[src/rtl/usb_edge_filter.sv]
// Glitch-filtered, multi-channel edge detector for the USB 1.1 receive path.
// Each channel debounces its input, pulses on qualified edges and keeps a saturating edge count.
module usb_edge_filter #(
    parameter int   NUM_CH     = 2,
    parameter int   FILTER_LEN = 2,
    parameter int   CNT_W      = 8,
    parameter logic RST_LVL    = 1'b1
) (
    input  logic                    clk,
    input  logic                    rst,
    input  logic                    en,
    input  logic [1:0]              mode,
    input  logic                    cnt_clr,
    input  logic [NUM_CH-1:0]       din,
    output logic [NUM_CH-1:0]       level,
    output logic [NUM_CH-1:0]       d_edge,
    output logic                    any_edge,
    output logic [NUM_CH*CNT_W-1:0] edge_cnt
);

    localparam int SW = (FILTER_LEN > 1) ? $clog2(FILTER_LEN) : 1;
    localparam logic [SW-1:0]    STAB_MAX = SW'(FILTER_LEN - 1);
    localparam logic [CNT_W-1:0] CNT_MAX  = '1;

    logic [SW-1:0]    stab_cnt [NUM_CH];
    logic [CNT_W-1:0] cnt_q    [NUM_CH];
    logic [NUM_CH-1:0] level_q;
    logic [NUM_CH-1:0] edge_q;
    logic [NUM_CH-1:0] trans;
    logic [NUM_CH-1:0] qual;

    // A transition fires on the sample that completes FILTER_LEN differing samples;
    // its direction is implied by the current level (1 means falling).
    always_comb begin
        trans = '0;
        qual  = '0;
        for (int i = 0; i < NUM_CH; i++) begin
            trans[i] = (din[i] != level_q[i]) && (stab_cnt[i] == STAB_MAX);
            if (en && trans[i]) begin
                case (mode)
                    2'b00:   qual[i] = level_q[i];
                    2'b01:   qual[i] = ~level_q[i];
                    2'b10:   qual[i] = 1'b1;
                    default: qual[i] = 1'b0;
                endcase
            end
        end
    end

    always_ff @(posedge clk) begin
        if (rst) begin
            level_q <= {NUM_CH{RST_LVL}};
            edge_q  <= '0;
            for (int i = 0; i < NUM_CH; i++) begin
                stab_cnt[i] <= '0;
                cnt_q[i]    <= '0;
            end
        end else begin
            edge_q <= qual;
            for (int i = 0; i < NUM_CH; i++) begin
                if (din[i] == level_q[i]) begin
                    stab_cnt[i] <= '0;
                end else if (trans[i]) begin
                    level_q[i]  <= din[i];
                    stab_cnt[i] <= '0;
                end else begin
                    stab_cnt[i] <= stab_cnt[i] + SW'(1);
                end

                // A clear coinciding with a qualified edge leaves that edge counted.
                if (cnt_clr) begin
                    cnt_q[i] <= qual[i] ? CNT_W'(1) : '0;
                end else if (qual[i] && (cnt_q[i] != CNT_MAX)) begin
                    cnt_q[i] <= cnt_q[i] + CNT_W'(1);
                end
            end
        end
    end

    for (genvar g = 0; g < NUM_CH; g++) begin : g_cnt
        assign edge_cnt[g*CNT_W +: CNT_W] = cnt_q[g];
    end

    assign level    = level_q;
    assign d_edge   = edge_q;
    assign any_edge = |edge_q;

endmodule

[config.mk]
export PLATFORM = sky130hd
export DESIGN_NAME = usb_edge_filter
export DESIGN_NICKNAME = d
export VERILOG_FILES = /design/src/rtl/usb_edge_filter.sv
export SDC_FILE = /design/constraint.sdc
export NUM_CORES = 1
export LEC_CHECK = 0
export CAP_MARGIN = 15
export CELL_PAD_IN_SITES_DETAIL_PLACEMENT = 2
export CELL_PAD_IN_SITES_GLOBAL_PLACEMENT = 2
export CORE_MARGIN = 1.5
export CORE_UTILIZATION = 27
export DETAILED_ROUTE_END_ITERATION = 7
export PLACE_DENSITY = 0.79
export REMOVE_ABC_BUFFERS = 1
export SLEW_MARGIN = 10
export SYNTH_ARGS = -nofsm -noshare
export SYNTH_HDL_FRONTEND = slang
export SYNTH_SLANG_ARGS = --single-unit
[constraint.sdc]
create_clock -name clk -period 1.91 [get_ports clk]
set_clock_uncertainty 0.2 [all_clocks]
set_input_delay 0.573 -clock clk [delete_from_list [all_inputs] [get_ports clk]]
set_output_delay 0.573 -clock clk [all_outputs]
set_load 0.01 [all_outputs]
==> reports/metrics.yaml, run 1 <==
cts_buffer_depth: 2
gp_congestion: 0.723
drc: 0
utilization_pct: 46.5
fill_cells: 431
finalHoldViolations: 0
placement.io_buffers: 28
overflow: 0
synth_top_cell_area_share_pct: 47.4
hold_path_depth: 1
hpwl_um: 2630
maxSlewViolCount: 0
drive_gt1_share_pct: 33.5
track_usage_pct: 17.4
synth_edf_count: 18
ys_ff_latch: 22
status: "finished, final reports clean"
fmax_mhz: 524
drt-total-wl_um: 3800
cts_hold_buf: 0
critPathKind: "in -> reg"
pre_cts_ws_ns: -0.533
cts-buffers-inserted: 3
syn_area_um2: 1140
crit_start: "mode[1]"
ys_warn_count: 0
cp-start-kind: "input pin"
avgViaCountPerCell: 4.70
grt_pass1_vias: 1176
final_nets: 184
die_h_um: 68.0
die_x_um: 68.0
cp.arrival_ns: 1.72
async_flop_share_pct: 0
dpl_cell_area_um2: 1650
ys_seq_area_share_pct: 54.4
avgRoutedWirePerCell_um: 17.0
die_area_um2: 4630
r2r_cells: 7
syn_avg_cell_area_um2: 11.1
grt_pass1_wl_um: 5860
path_max_fanout: 3
ys_types: 27
path_clk_slew_ns: 0.08
htreeDepth: 1
power_density_nw_per_um2: 562
worstSetupEndpointType: "flop"
ys.flop_type: "edfxtp_1"
worstSkewPairLatency_ns: 0.26
final.min_clock_period_ns: 1.91
synthTopCellsByCount: "edfxtp_1 (18), nor2_1 (17), nand2_1 (9), xnor2_1 (9)"
maxCapViolCount: 0
netlist_instances: 103
grt_max_degree: 13
worstHoldStart: "stab_cnt[1]"
critPathRequiredTime_ns: 1.72
ir_worst_vdd_v: 0.000310
vias: 1049
antenna_found_initial: 0
worst_slack_ns: 0.000628
area_growth_pct: 64.0
yosysTopAreaCell: "edfxtp_1"
synthTopCellsByArea: "edfxtp_1 (47%), dfxtp_1 (7.0%), xnor2_1 (6.9%), nor2_1 (5.6%), xor2_1 (4.6%)"
start_util_pct: 28.3
setup_viol: 0
period_share_pct: 100
setup_tns_ns: 0
cts_tree: "done"
hold_path.class: "reg -> reg"
drt_first_pass_iters: 3
synth_most_common_cell: "edfxtp_1"
cts.sinks: 22
r2r_start: "cnt_q[0][0]"
antenna_cells: 0
clock-root-buffer: "clkbuf_8"
first_iter_violations: 12
rows: 23
final_area_um2: 1870
core-area_um2: 4030
ioPinCount: 29
p_leak_nw: 0.801
detail-route-antenna-nets: 0
==> registers in the layout, summed over array words and instances, names as in the netlist <==
signal and flops:
cnt_q 16, d_edge 2, level 2, stab_cnt 2
==> critical path: stages <==
cell,delay (ns)
dlygate4sd2_1,0.26
xnor2_2,0.28
o22ai_2,0.16
buf_4,0.16
a31oi_1,0.20
o22ai_1,0.09
==> where the power goes <==
part	total, mW	internal (mW)	switching [mW]
clock	0.293	0.144	0.149
combinational	0.197	0.104	0.0933
sequential	0.563	0.542	0.0204
==> layer usage <==
metal	routed length (um)	global-route usage, %
met2	2170	34.1
met1	1490	18.9
met4	44	6.00
met5	0	0
met3	90	2.30
==> layout by cell type (no fill, tap or decap), types with 3 or more instances in the layout <==
| cell | netlist | routed |
|---|---|---|
| buf_4 | 0 | 32 |
| buf_6 | 0 | 5 |
| clkbuf_8 | 0 | 3 |
| clkdlybuf4s15_1 | 0 | 3 |
| dlygate4sd2_1 | 0 | 23 |
| edfxtp_1 | 18 | 18 |
| nand2_1 | 9 | 7 |
| nand3_1 | 6 | 4 |
| nand4b_1 | 4 | 4 |
| nor2_1 | 17 | 16 |
| nor2b_1 | 5 | 4 |
| nor3_1 | 4 | 4 |
| xnor2_1 | 9 | 8 |
| xor2_1 | 6 | 6 |
==> final timing paths <==
path | end | slack [ns]
setup / recovery | cnt_q[1][0] | 0.0006
hold / removal | level[1] | 0.41
setup reg to reg | cnt_q[0][6] | 0.03
hold reg to reg | level[1] | 0.41
==> stage by stage <==
| step | power (mW) | hold slack (ns) | instances |
|---|---|---|---|
| floorplan | 0.633 | 0.327 | 104 |
| global placement | 0.733 | 0.357 | 203 |
| detailed placement | 0.744 | 0.397 | 203 |
| CTS | 1.04 | 0.419 | 219 |
| global route | 1.10 | 0.448 | 223 |
| finish | 1.05 | 0.412 | 223 |
==> final cells by class <==
cell class | instances | area [um^2] | share of cell area [%]
inverters | 2 | 7.51 | 0.401
repair buffers | 65 | 551 | 29.4
clock buffers | 3 | 41.3 | 2.21
flip-flops and latches | 22 | 623 | 33.3
well taps | 50 | 62.6 | 3.34
multi-input cells | 80 | 583 | 31.1
clock inverters | 1 | 3.75 | 0.201
==> cells by family after synthesis <==
| kind of cell | after synthesis | share of synthesized area [%] |
|---|---|---|
| AO/OA/AOI/OAI | 9 | 7.24 |
| AND/OR/NAND/NOR | 52 | 23.7 |
| adder cells (fa/ha/maj) | 2 | 2.19 |
| other | 1 | 0.329 |
| flip-flops | 22 | 54.4 |
| XOR/XNOR | 15 | 11.5 |
| buffers and inverters | 2 | 0.658 |
==> repair_timing <==
action | 4_1_cts | 5_1_grt
hold endpoints to repair | 0 | 0
pin swaps | 5 | 5
setup buffers | 12 | 4
endpoints found under the setup margin | 52 | 25
resized for setup | 35 | 15
Note: power is estimated with default switching activity, not from simulation.
==> run 2, diff against run 1 <==
--- a/config.mk
+++ b/config.mk
@@ -13,7 +13,6 @@
 export DETAILED_ROUTE_END_ITERATION = 7
 export PLACE_DENSITY = 0.79
 export REMOVE_ABC_BUFFERS = 1
-export SLEW_MARGIN = 10
 export SYNTH_ARGS = -nofsm -noshare
 export SYNTH_HDL_FRONTEND = slang
 export SYNTH_SLANG_ARGS = --single-unit
==> results of run 2 <==
Same layout as run 1: the final DEF is identical, and so are final timing and power.
